### src/rtl/rasterint_gen_pkg.sv
// rasterint_gen_pkg: timing-mode defaults and pulse FSM encoding shared by the raster interrupt block
package rasterint_gen_pkg;

    localparam int INT_TSTATES_48K    = 32;
    localparam int VRETRACE_LINE_48K  = 248;
    localparam int INT_HC_48K         = 0;

    localparam int INT_TSTATES_128K   = 36;
    localparam int VRETRACE_LINE_128K = 248;
    localparam int INT_HC_128K        = 0;

    localparam int INT_TSTATES_PENT   = 32;
    localparam int VRETRACE_LINE_PENT = 239;
    localparam int INT_HC_PENT        = 0;

    typedef enum logic {IDLE = 1'b0, PULSE = 1'b1} pulse_state_t;

    function automatic int timer_width(input int n);
        return n > 1 ? $clog2(n) : 1;
    endfunction

endpackage

### src/rtl/rasterint_pulse.sv
// rasterint_pulse: /INT pulse timer, counts INT_TSTATES cpu_en ticks or ends early on ack
module rasterint_pulse
    import rasterint_gen_pkg::*;
#(
    parameter int INT_TSTATES = INT_TSTATES_48K
) (
    input  logic clk,
    input  logic rst_n,
    input  logic start,
    input  logic cpu_en,
    input  logic ack,
    output logic int_n,
    output logic busy
);

    localparam int TW = timer_width(INT_TSTATES);
    localparam logic [TW-1:0] LAST = TW'(INT_TSTATES - 1);

    pulse_state_t state, state_d;
    logic [TW-1:0] timer, timer_d;
    logic expire;

    // state and T-state timer registers
    always_ff @(posedge clk) begin
        if (!rst_n) begin
            state <= IDLE;
            timer <= '0;
        end else begin
            state <= state_d;
            timer <= timer_d;
        end
    end

    // starts are only taken from IDLE, so hits during a pulse (or on its last edge) are dropped
    always_comb begin
        expire  = cpu_en && (ack || timer == LAST);
        state_d = state == IDLE ? (start ? PULSE : IDLE) : (expire ? IDLE : PULSE);
        timer_d = (state == IDLE || expire) ? '0 : timer + TW'(cpu_en);
    end

    assign int_n = state == IDLE;
    assign busy  = state == PULSE;

endmodule

### src/rtl/rasterint_gen.sv
// rasterint_gen: raster/frame interrupt compare and Z80 /INT generation; RASTERINT_ACK_EN lets intack_n end the pulse early
module rasterint_gen
    import rasterint_gen_pkg::*;
#(
    parameter int HCW           = 9,
    parameter int VCW           = 9,
    parameter int INT_HC        = INT_HC_48K,
    parameter int VRETRACE_LINE = VRETRACE_LINE_48K,
    parameter int INT_TSTATES   = INT_TSTATES_48K
) (
    input  logic           clk,
    input  logic           rst_n,
    input  logic           pclk_en,
    input  logic           cpu_en,
    input  logic [HCW-1:0] hc,
    input  logic [VCW-1:0] vc,
    input  logic [8:0]     raster_line,
    input  logic           rasterint_enable,
    input  logic           vretraceint_disable,
    input  logic           intack_n,
    output logic           int_n,
    output logic           raster_int_in_progress
);

    logic [8:0] vc9;
    logic at_hc, vr_hit, rs_hit, ack, busy, raster_q;

    assign vc9    = 9'(vc);
    assign at_hc  = pclk_en && hc == HCW'(INT_HC);
    assign vr_hit = at_hc && vc == VCW'(VRETRACE_LINE) && !vretraceint_disable;
    assign rs_hit = at_hc && vc9 == raster_line && raster_line != 9'h1FF && rasterint_enable;

`ifdef RASTERINT_ACK_EN
    assign ack = !intack_n;
`else
    logic unused_intack;
    assign unused_intack = intack_n;
    assign ack = 1'b0;
`endif

    rasterint_pulse #(.INT_TSTATES(INT_TSTATES)) u_pulse (
        .clk    (clk),
        .rst_n  (rst_n),
        .start  (vr_hit || rs_hit),
        .cpu_en (cpu_en),
        .ack    (ack),
        .int_n  (int_n),
        .busy   (busy)
    );

    // remember whether the raster compare caused the pulse; frozen for the pulse duration
    always_ff @(posedge clk) begin
        if (!rst_n) raster_q <= 1'b0;
        else raster_q <= busy ? raster_q : rs_hit;
    end

    assign raster_int_in_progress = raster_q && busy;

endmodule

### config.mk
export PLATFORM = sky130hd
export DESIGN_NAME = rasterint_gen
export DESIGN_NICKNAME = d
export VERILOG_FILES = /design/src/rtl/rasterint_gen_pkg.sv /design/src/rtl/rasterint_pulse.sv /design/src/rtl/rasterint_gen.sv
export SDC_FILE = /design/constraint.sdc
export NUM_CORES = 1
export LEC_CHECK = 0
export CORE_MARGIN = 2
export CORE_UTILIZATION = 33
export DETAILED_ROUTE_END_ITERATION = 6
export GPL_TIMING_DRIVEN = 0
export PLACE_DENSITY = 0.77
export SKIP_LAST_GASP = 1
export SYNTH_ARGS = -nofsm -noshare
export SYNTH_HDL_FRONTEND = slang
export SYNTH_HIERARCHICAL = 1
export SYNTH_SLANG_ARGS = --single-unit
### constraint.sdc
create_clock -name clk -period 1.6 [get_ports clk]
set_input_delay 0.32 -clock clk [delete_from_list [all_inputs] [get_ports clk]]
set_output_delay 0.32 -clock clk [all_outputs]
set_load 0.02 [all_outputs]
==> results of run 1 <==
worst max-delay path by stage:
stage / startpoint / to / slack (ps) / cells after the start
2_1_floorplan: vc[0] / u_pulse/busy / 220 / 5
3_3_place_gp: vc[0] / u_pulse/busy / -280 / 6
3_5_place_dp: vc[1] / u_pulse/busy / -280 / 6
4_1_cts: vc[0] / u_pulse/busy / 3 / 6
5_1_grt: raster_line[6] / u_pulse/busy / 4 / 7
6_report: raster_line[3] / u_pulse/busy / 90 / 7
sequential cells by signal (all words and copies together) (netlist names):
name / flops
raster_q: 1
u_pulse/timer: 5
u_pulse/busy: 1
cells by family (layout without fill, tap and decap cells):
logic type | count (synthesis) | in the layout | share of synthesized area, %
AO/OA/AOI/OAI | 5 | 5 | 9.80
adder cells (fa/ha/maj) | 2 | 2 | 5.02
flip-flops | 7 | 7 | 28.1
XOR/XNOR | 12 | 12 | 21.1
AND/OR/NAND/NOR | 28 | 28 | 32.9
other | 1 | 1 | 0.753
buffers and inverters | 3 | 41 | 2.26
cell type report:
class / count / area (µm²)
Sequential cell: 7 / 140
Multi-Input combinational cell: 48 / 365
Tap cell: 16 / 20.0
Fill cell: 130 / 533
Inverter: 3 / 11.3
Clock buffer: 4 / 26.3
Timing Repair Buffer: 34 / 358
worst max-delay path: cells and delay by family:
kind,cells,cell delay [ps]
AO/OA/AOI/OAI,2,270
XOR/XNOR,1,130
buffers and inverters,1,500
AND/OR/NAND/NOR,3,470
layer usage:
metal  wire length (µm)  global-route usage [%]  up-vias  part of all wire, %
met5                  0                       0        -                    0
met1                439                    12.9      254                   34
met3                105                    3.40        0                  8.1
met2                751                    33.9       23                   58
met4                  0                    7.50        0                    0
li1                   -                       -      284                    -
layout by cell type, fill, tap and decap left out:
cell             Yosys  routed
inv_1                3       3
o211ai_1             1       1
nor4b_1              1       1
ha_1                 2       2
a22o_1               1       1
clkbuf_1             0       1
a21boi_1             0       1
nand2_1              4       4
nand2_2              1       1
nor3_1               1       1
xor2_1               2       2
clkdlybuf4s50_1      0      24
dlygate4sd2_1        0       2
nand4_2              1       1
nand3_1              4       4
dfxtp_1              7       7
and2_1               1       1
nand4_1              4       4
conb_1               1       1
nor3b_1              1       1
nor2_1               6       6
o21ba_1              1       1
nor4_1               2       1
dlymetal6s2s_1       0       8
clkbuf_4             0       3
nor4_2               1       1
or4b_4               0       1
nor4_4               0       1
o2111ai_2            1       1
xnor2_1             10      10
per-stage QoR:
step                      total power, mW  setup slack [ps]  TNS [ps]  std cells
after floorplan                     0.208               220         0         58
after global placement              0.299              -278      -417        108
after detailed placement            0.302              -283      -454        108
after CTS                           0.471              2.69         0        112
after global routing                0.485              3.69         0        112
final                               0.458              93.2         0        112
power breakdown:
group          switching (mW)  internal [mW]
Clock                  0.0641         0.0951
Sequential        0.000000161          0.175
Combinational          0.0373         0.0867
timing repair:
item	4_1_cts	5_1_grt
resized for setup	4	10
pin swaps	1	5
setup endpoints to repair	3	1
==> results.py, run 1 <==
metrics = {
    "route": {
        "drc": 0,
        "routed_wirelength_mm": 1.30,
        "vias": 561,
        "drtPass1Iterations": 3,
        "routedWlPerCell_um": 11.6,
        "first_iter_violations": 4,
        "ant_nets": 0,
        "viasPerCell": 5.01,
    },
    "worst_hold_path": {
        "hold_path.startpoint": "u_pulse/timer[4]",
        "worstHoldEndpoint": "u_pulse/timer[4]",
        "worstHoldPathType": "flop to flop",
        "holdPathStages": 2,
    },
    "floorplan": {
        "core_um2": 1450,
        "start_util_pct": 34.3,
        "io_pins": 36,
        "die_w_um": 42.8,
        "dieArea_um2": 1840,
        "row_count": 14,
        "die_h_um": 42.8,
    },
    "sta": {
        "fmaxAchievable_mhz": 664,
        "fin_crit_sh_pct": 94.2,
        "grt_setup_unrepaired": "false",
        "fin_crit_ps": 1510,
        "finalClockSkew_ps": 1.18,
        "hold_violations": 0,
        "hold_ws_ps": 546,
        "setup_viol": 0,
        "drv_slew": 0,
    },
    "finish": {
        "drive_gt1_share_pct": 9.38,
        "final_util_pct": 63.3,
        "syn_to_final_growth_pct": 84.9,
        "antennaDiodeCount": 0,
        "fin_nets": 133,
        "fin_area_um2": 921,
    },
    "yosys": {
        "synth_nets": 94,
        "synthCells": 58,
        "yosysMostFrequentCell": "xnor2_1",
        "synthDistinctLibCells": 24,
        "yosys-top-cells-area": "dfxtp_1, xnor2_1, ha_1",
        "seq_area_frac_synth_pct": 28.1,
        "async_flop_share_pct": 0,
        "ys_warn_count": 6,
        "synthesis.area_um2": 498,
        "avgSynthCellArea_um2": 8.59,
        "synth_seq_cells": 7,
        "netlist.area_leader.share_pct": 28.1,
        "synth_edf_count": 0,
        "synthFlopType": "dfxtp_1",
        "yosysTopAreaCell": "dfxtp_1",
        "yosys-top-cells-count": "xnor2_1, dfxtp_1, nor2_1",
    },
    "global_routing": {
        "grt_pass1_wl_mm": 2.21,
        "globalRouteOverflowTotal": 0,
        "antenna_found_initial": 0,
        "grt_max_degree": 6,
        "grt_usage_pct": 15.9,
        "grt_pass1_vias": 600,
    },
    "worst_setup_path": {
        "worstReg2RegStart": "u_pulse/timer[0]",
        "crit_chain": "clkdlybuf4s50_1, xnor2_1, nand4_1, nor4_2, o21ba_1, nand2_1, a21boi_1",
        "cp_data_arrival_time_ps": 1690,
        "slowest_stage": "clkdlybuf4s50_1",
        "rr_endpoint": "u_pulse/timer[4]",
        "end_kind": "flop",
        "worst-path-max-fanout": 2,
        "rrSetupSlack_ps": 430,
        "worstPathRequired_ps": 1780,
        "slowest_delay_ps": 500,
        "worstRegToRegCells": 5,
        "worstSetupPathType": "input pin to flop",
        "cp-start-kind": "input pin",
    },
    "clocking": {
        "post-cts-setup-buffers": 0,
        "cts_buffers": 3,
        "cts_tree": "built",
        "h-tree-depth": 1,
        "clk_latency_ps": 250,
        "holdBufCountCts": 0,
        "cts_buffer_depth": 2,
        "root_buffer": "clkbuf_4",
        "numClockSinks": 7,
        "cts.clk_slew.worst_paths_ps": 50,
    },
    "placement": {
        "io_buffers": 34,
        "dp_hpwl_mm": 1.16,
        "finalWeightedCongestion": 0.724,
        "place_area_um2": 858,
    },
    "power_and_ir_drop": {
        "worst_ir_drop_vdd_v": 0.000253,
        "p_leak_nw": 0.397,
        "p_per_area_nw_per_um2": 497,
    },
    "flow_run": {
        "drv_cap": 0,
    },
    "outcome": {
        "status": "completed",
    },
}
Note: power is estimated with default switching activity, not from simulation.
==> run 2, diff against run 1 <==
--- a/config.mk
+++ b/config.mk
@@ -6,12 +6,11 @@
 export NUM_CORES = 1
 export LEC_CHECK = 0
 export CORE_MARGIN = 2
-export CORE_UTILIZATION = 33
+export CORE_UTILIZATION = 32
 export DETAILED_ROUTE_END_ITERATION = 6
 export GPL_TIMING_DRIVEN = 0
 export PLACE_DENSITY = 0.77
 export SKIP_LAST_GASP = 1
 export SYNTH_ARGS = -nofsm -noshare
 export SYNTH_HDL_FRONTEND = slang
-export SYNTH_HIERARCHICAL = 1
 export SYNTH_SLANG_ARGS = --single-unit
==> run 2 against run 1 <==
Compared with the run above:
- power decreased by 2.3%
- synthesized area decreased by 4.5%
- combinational power decreased by 11%
- critical path depth decreased by 5
- sequential power about the same
- critical path type is now flop to output port
==> results.py, run 2 <==
metrics = {
    "route": {
        "drtPass1Iterations": 4,
        "first_iter_violations": 6,
        "viasPerCell": 5.00,
        "routedWlPerCell_um": 12.5,
        "routed_wirelength_mm": 1.36,
        "ant_nets": 0,
        "vias": 545,
        "drc": 0,
    },
    "finish": {
        "final_util_pct": 63.0,
        "fin_nets": 131,
        "fin_area_um2": 851,
        "mostFrequentLayoutCells": "clkdlybuf4s50_1, dlygate4sd2_1, xnor2_1",
        "antennaDiodeCount": 0,
        "syn_to_final_growth_pct": 78.9,
        "drive_gt1_share_pct": 7.45,
        "top_register": "u_pulse.timer",
        "final_cells": 109,
        "largest_register_ffs": 5,
    },
    "worst_setup_path": {
        "worstPathRequired_ps": 1280,
        "cp.depth": 2,
        "cp_data_arrival_time_ps": 1230,
        "slowest_delay_ps": 590,
        "slowest_stage": "clkdlybuf4s50_1",
        "cp_top_family": "buffers and inverters",
        "crit_chain": "inv_1, clkdlybuf4s50_1",
        "cp_num_buf_inv": 2,
        "worstSetupPathType": "flop to output port",
        "worst-path-max-fanout": 4,
        "cp-start-kind": "flop",
        "end_kind": "output port",
        "worstRegToRegCells": 3,
    },
    "power_and_ir_drop": {
        "p_comb_share_pct": 24.6,
        "intPower_mw": 0.345,
        "p_leak_nw": 0.339,
        "power_mw": 0.447,
        "sequentialPowerShare_pct": 39.0,
        "p_sw_mw": 0.102,
        "p_per_area_nw_per_um2": 526,
        "worst_ir_drop_vdd_v": 0.000468,
        "pwr-share-clk_pct": 36.4,
        "p_sw_share_pct": 22.9,
    },
    "global_routing": {
        "grt_max_degree": 6,
        "antenna_found_initial": 0,
        "grt_usage_pct": 16.6,
        "grt_pass1_vias": 541,
        "grt_pass1_wl_mm": 2.27,
        "globalRouteOverflowTotal": 0,
    },
    "yosys": {
        "synth_seq_cells": 7,
        "synthDistinctLibCells": 20,
        "synthFlopType": "dfxtp_1",
        "synth_edf_count": 0,
        "yosysTopAreaCell": "dfxtp_1",
        "netlist.area_leader.share_pct": 29.5,
        "synth_nets": 92,
        "yosys-top-cells-count": "xnor2_1, dfxtp_1, nand4_1, nor2_1",
        "yosysMostFrequentCell": "xnor2_1",
        "yosys-top-cells-area": "dfxtp_1, xnor2_1, nand4_1",
        "synthCells": 56,
        "ys_warn_count": 0,
        "async_flop_share_pct": 0,
        "avgSynthCellArea_um2": 8.49,
        "seq_area_frac_synth_pct": 29.5,
        "synthesis.area_um2": 475,
    },
    "placement": {
        "finalWeightedCongestion": 0.716,
        "place_area_um2": 835,
        "dp_hpwl_mm": 1.10,
        "pre_cts_slack_ps": -341,
        "io_buffers": 34,
        "placedCellCount": 105,
    },
    "clocking": {
        "cts_tree": "built",
        "root_buffer": "clkbuf_4",
        "h-tree-depth": 1,
        "cts_buffer_depth": 2,
        "cts.clk_slew.worst_paths_ps": 60,
        "numClockSinks": 7,
        "clk_latency_ps": 250,
        "cts_buffers": 3,
    },
    "floorplan": {
        "start_util_pct": 35.2,
        "dieArea_um2": 1810,
        "die_h_um": 42.5,
        "core_um2": 1350,
        "io_pins": 36,
        "row_count": 13,
        "die_w_um": 42.5,
    },
    "worst_hold_path": {
        "holdPathStages": 2,
        "worstHoldPathType": "flop to flop",
    },
    "sta": {
        "fmaxAchievable_mhz": 645,
        "fin_crit_ps": 1550,
        "grt_setup_unrepaired": "false",
        "timing.slew.headroom_pct": 76.7,
        "hold_violations": 0,
        "setup_slack_ps": 49.1,
        "finalClockSkew_ps": 6.40,
        "fin_crit_sh_pct": 96.9,
        "setup_viol": 0,
        "worst_pin_slew_ps": 345,
        "drv_slew": 0,
    },
    "outcome": {
        "status": "completed",
    },
    "flow_run": {
        "drv_cap": 0,
    },
}
run 2: cells by family (layout without fill, tap and decap cells):
group,after synthesis,after routing,share of synthesized area (%)
AOI/OAI and AO/OA,4,4,7.37
buffers and inverters,4,42,3.16
and+or+nand+nor,27,27,31.1
DFF,7,7,29.5
xor gates and xnor gates,12,12,23.7
adders and majority gates,2,2,5.26
run 2: worst paths after layout:
kind                                        from          endpoint  slack [ps]
worst max-delay path                u_pulse.busy             int_n          50
worst min-delay path            u_pulse.timer[4]  u_pulse.timer[4]         510
worst max register to register      u_pulse.busy      u_pulse.busy         380
worst min register to register  u_pulse.timer[4]  u_pulse.timer[4]         510
run 2: metal layers:
layer	vias up	part of all wire [%]	global-route usage (%)
li1	277	-	-
met1	236	38	17.4
met2	30	49	29.2
met3	2	11	7.33
met4	0	1.2	5.63
met5	-	0	0
run 2: final cells by class:
cell class              count  area, µm²
flip-flops and latches      7        140
clock buffers               4       26.3
fillers                   134        499
inverters                   4       15.0
repair buffers             34        325
well taps                  15       18.8
multi-input cells          45        325
run 2: repair_timing:
action / in CTS / in global routing
setup endpoints to repair: 3 / 2
hold buffers: 0 / 0
endpoints found under the hold margin: 0 / 0
setup buffers: 0 / 0
pin swaps: 5 / 4
gates resized for setup: 17 / 2
run 2: metrics by stage:
stage | hold WS [ps] | TNS (ps)
2_1_floorplan | 428 | 0
3_3_place_gp | 498 | -619
3_5_place_dp | 502 | -678
4_1_cts | 519 | 0
5_1_grt | 550 | 0
6_report | 512 | 0
run 2: worst min-delay path, cell delays in order, from the launching register on:
cell	delay [ps]
dfxtp_1	340
xor2_1	70
nor2_1	70
run 2: power groups by stage:
| stage | Sequential [mW] | Clock, mW | Combinational [mW] |
|---|---|---|---|
| CTS | 0.174 | 0.169 | 0.111 |
| finish | 0.174 | 0.163 | 0.110 |
| detailed placement | 0.178 | 0 | 0.124 |
| floorplan | 0.178 | 0 | 0.0308 |
| global placement | 0.178 | 0 | 0.122 |
| global route | 0.174 | 0.176 | 0.119 |
==> run 3, diff against run 2 <==
--- a/config.mk
+++ b/config.mk
@@ -9,7 +9,7 @@
 export CORE_UTILIZATION = 32
 export DETAILED_ROUTE_END_ITERATION = 6
 export GPL_TIMING_DRIVEN = 0
-export PLACE_DENSITY = 0.77
+export PLACE_DENSITY_LB_ADDON = 0.08
 export SKIP_LAST_GASP = 1
 export SYNTH_ARGS = -nofsm -noshare
 export SYNTH_HDL_FRONTEND = slang
==> run 3 against run 2 <==
Compared with the run above:
- cell area up 2.4%
- routed wire length decreased by 6.7%
- sequential share of layout area shrank 0.38 points
- register-to-register slack better by 60 ps
- final cell count is the same
- first-iteration DRC count fell by 17%
- fmax increased by 1.2%
- clock skew grew 0.81 ps
- count of clock-buffer cells in the layout did not move
- non-clock buffer count stayed put
- critical path type is now input pin to flop
- highest routed layer is now met3
==> results.py, run 3 (synthesized netlist as in run 2, its figures left out) <==
metrics = {
    "outcome": {
        "status": "completed",
    },
    "sta": {
        "setup_tns_ps": 0,
        "worst_pin_slew_ps": 392,
        "fin_crit_sh_pct": 95.8,
        "grt_setup_unrepaired": "true",
        "timing.slew.headroom_pct": 73.5,
        "hold_violations": 0,
        "drv_slew": 0,
        "finalClockSkew_ps": 7.21,
        "fin_crit_ps": 1530,
        "fmaxAchievable_mhz": 652,
        "setup_viol": 0,
    },
    "global_routing": {
        "grt_pass1_wl_mm": 2.28,
        "gr-usage-met3_pct": 7.33,
        "antenna_found_initial": 0,
        "globalRouteOverflowTotal": 0,
        "met1_usage_pct": 18.4,
        "use_met2_pct": 28.3,
        "grt.busiest_layer": "met2",
        "grt_max_degree": 6,
        "grt_usage_pct": 15.9,
        "grt_pass1_vias": 563,
    },
    "route": {
        "viasPerCell": 4.95,
        "routedWlPerCell_um": 11.6,
        "vias": 540,
        "routed_wirelength_mm": 1.27,
        "ant_nets": 0,
        "drtPass1Iterations": 4,
        "first_iter_violations": 5,
        "drc": 0,
    },
    "power_and_ir_drop": {
        "pwr-share-clk_pct": 35.3,
        "p_sw_mw": 0.0961,
        "power_mw": 0.444,
        "intPower_mw": 0.348,
        "p_leak_nw": 0.384,
        "p_comb_share_pct": 25.4,
        "p_per_area_nw_per_um2": 510,
        "sequentialPowerShare_pct": 39.3,
        "p_sw_share_pct": 21.6,
        "worst_ir_drop_vdd_v": 0.000545,
    },
    "worst_setup_path": {
        "cp-start-kind": "input pin",
        "end_kind": "flop",
        "worst-path-max-fanout": 2,
        "worstPathRequired_ps": 1770,
        "worstSetupPathType": "input pin to flop",
        "cp_data_arrival_time_ps": 1700,
    },
    "finish": {
        "mostFrequentLayoutCells": "clkdlybuf4s50_1, dlygate4sd2_1, xnor2_1, dlymetal6s2s_1, dfxtp_1",
        "largest_register_ffs": 5,
        "drive_gt1_share_pct": 6.38,
        "fin_nets": 131,
        "syn_to_final_growth_pct": 83.2,
        "top_register": "u_pulse.timer",
        "antennaDiodeCount": 0,
        "layout_commonest_cell": "clkdlybuf4s50_1",
    },
    "floorplan": {
        "core_um2": 1350,
        "row_count": 13,
        "die_h_um": 42.5,
        "start_util_pct": 35.2,
        "die_w_um": 42.5,
        "dieArea_um2": 1810,
        "io_pins": 36,
    },
    "placement": {
        "finalWeightedCongestion": 0.735,
        "dp_hpwl_mm": 1.07,
        "io_buffers": 34,
    },
    "worst_hold_path": {
        "worstHoldPathType": "input pin to flop",
    },
    "clocking": {
        "numClockSinks": 7,
        "cts_tree": "built",
        "root_buffer": "clkbuf_4",
        "cts.clk_slew.worst_paths_ps": 50,
        "h-tree-depth": 1,
        "clk_latency_ps": 250,
        "cts_buffer_depth": 2,
        "cts_buffers": 3,
        "post-cts-setup-buffers": 0,
    },
    "flow_run": {
        "drv_cap": 0,
    },
}
-- run 3: cell count changes in the layout (fill, tap and decap cells not counted), sizes merged --
cell,delta
dlygate4sd2,-6
dlymetal6s2s,+7
clkdlybuf4s50,-1
-- run 3: repair_timing --
action,in CTS,in global routing
gates resized for setup,10,9
hold buffers,0,0
setup endpoints to repair,3,3
pin swaps,1,3
cloned,0,0
-- run 3: path summary, 6_finish.rpt --
check                                   endpoint  cells past startpoint        startpoint  slack [ps]
worst max-delay path                u_pulse.busy                      5    raster_line[5]          70
worst min-delay path                u_pulse.busy                      4             vc[8]         520
worst max register to register      u_pulse.busy                      3      u_pulse.busy         440
worst min register to register  u_pulse.timer[4]                      2  u_pulse.timer[4]         520
-- run 3: cell type report --
| class | count | area (µm²) |
|---|---|---|
| well taps | 15 | 18.8 |
| multi-input cells | 45 | 320 |
| flip-flops and latches | 7 | 140 |
| clock buffers | 4 | 26.3 |
| fillers | 131 | 479 |
| repair buffers | 34 | 350 |
| inverters | 4 | 15.0 |
-- run 3: per-layer routing --
metal  vias to the layer above  wire (µm)
li1                        277          -
met2                        24        581
met1                       239        532
met4                         0          0
met3                         0        155
met5                         -          0
-- run 3: worst max-delay path, stage by stage --
cell and delay, ps:
clkdlybuf4s50_1 490, xnor2_1 120, nand4_1 100, or4_4 440
a221oi_2 230
-- run 3: power by group through the flow --
stage | combinational, mW | clock (mW) | sequential, mW
finish | 0.113 | 0.157 | 0.175
global route | 0.122 | 0.171 | 0.174
CTS | 0.116 | 0.164 | 0.174
detailed placement | 0.123 | 0 | 0.178
global placement | 0.123 | 0 | 0.178
floorplan | 0.0308 | 0 | 0.178
-- run 3: metrics by stage --
step / hold slack, ps / cell area (µm²) / util (%) / instances / setup slack [ps]
3_5_place_dp: 516 / 835 / 61.8 / 105 / -309
5_1_grt: 526 / 871 / 64.5 / 109 / -1.89
3_3_place_gp: 497 / 835 / 61.8 / 105 / -305
4_1_cts: 529 / 848 / 62.8 / 109 / 0.797
6_report: 516 / 871 / 64.5 / 109 / 66.9
2_1_floorplan: 428 / 475 / - / 56 / 256
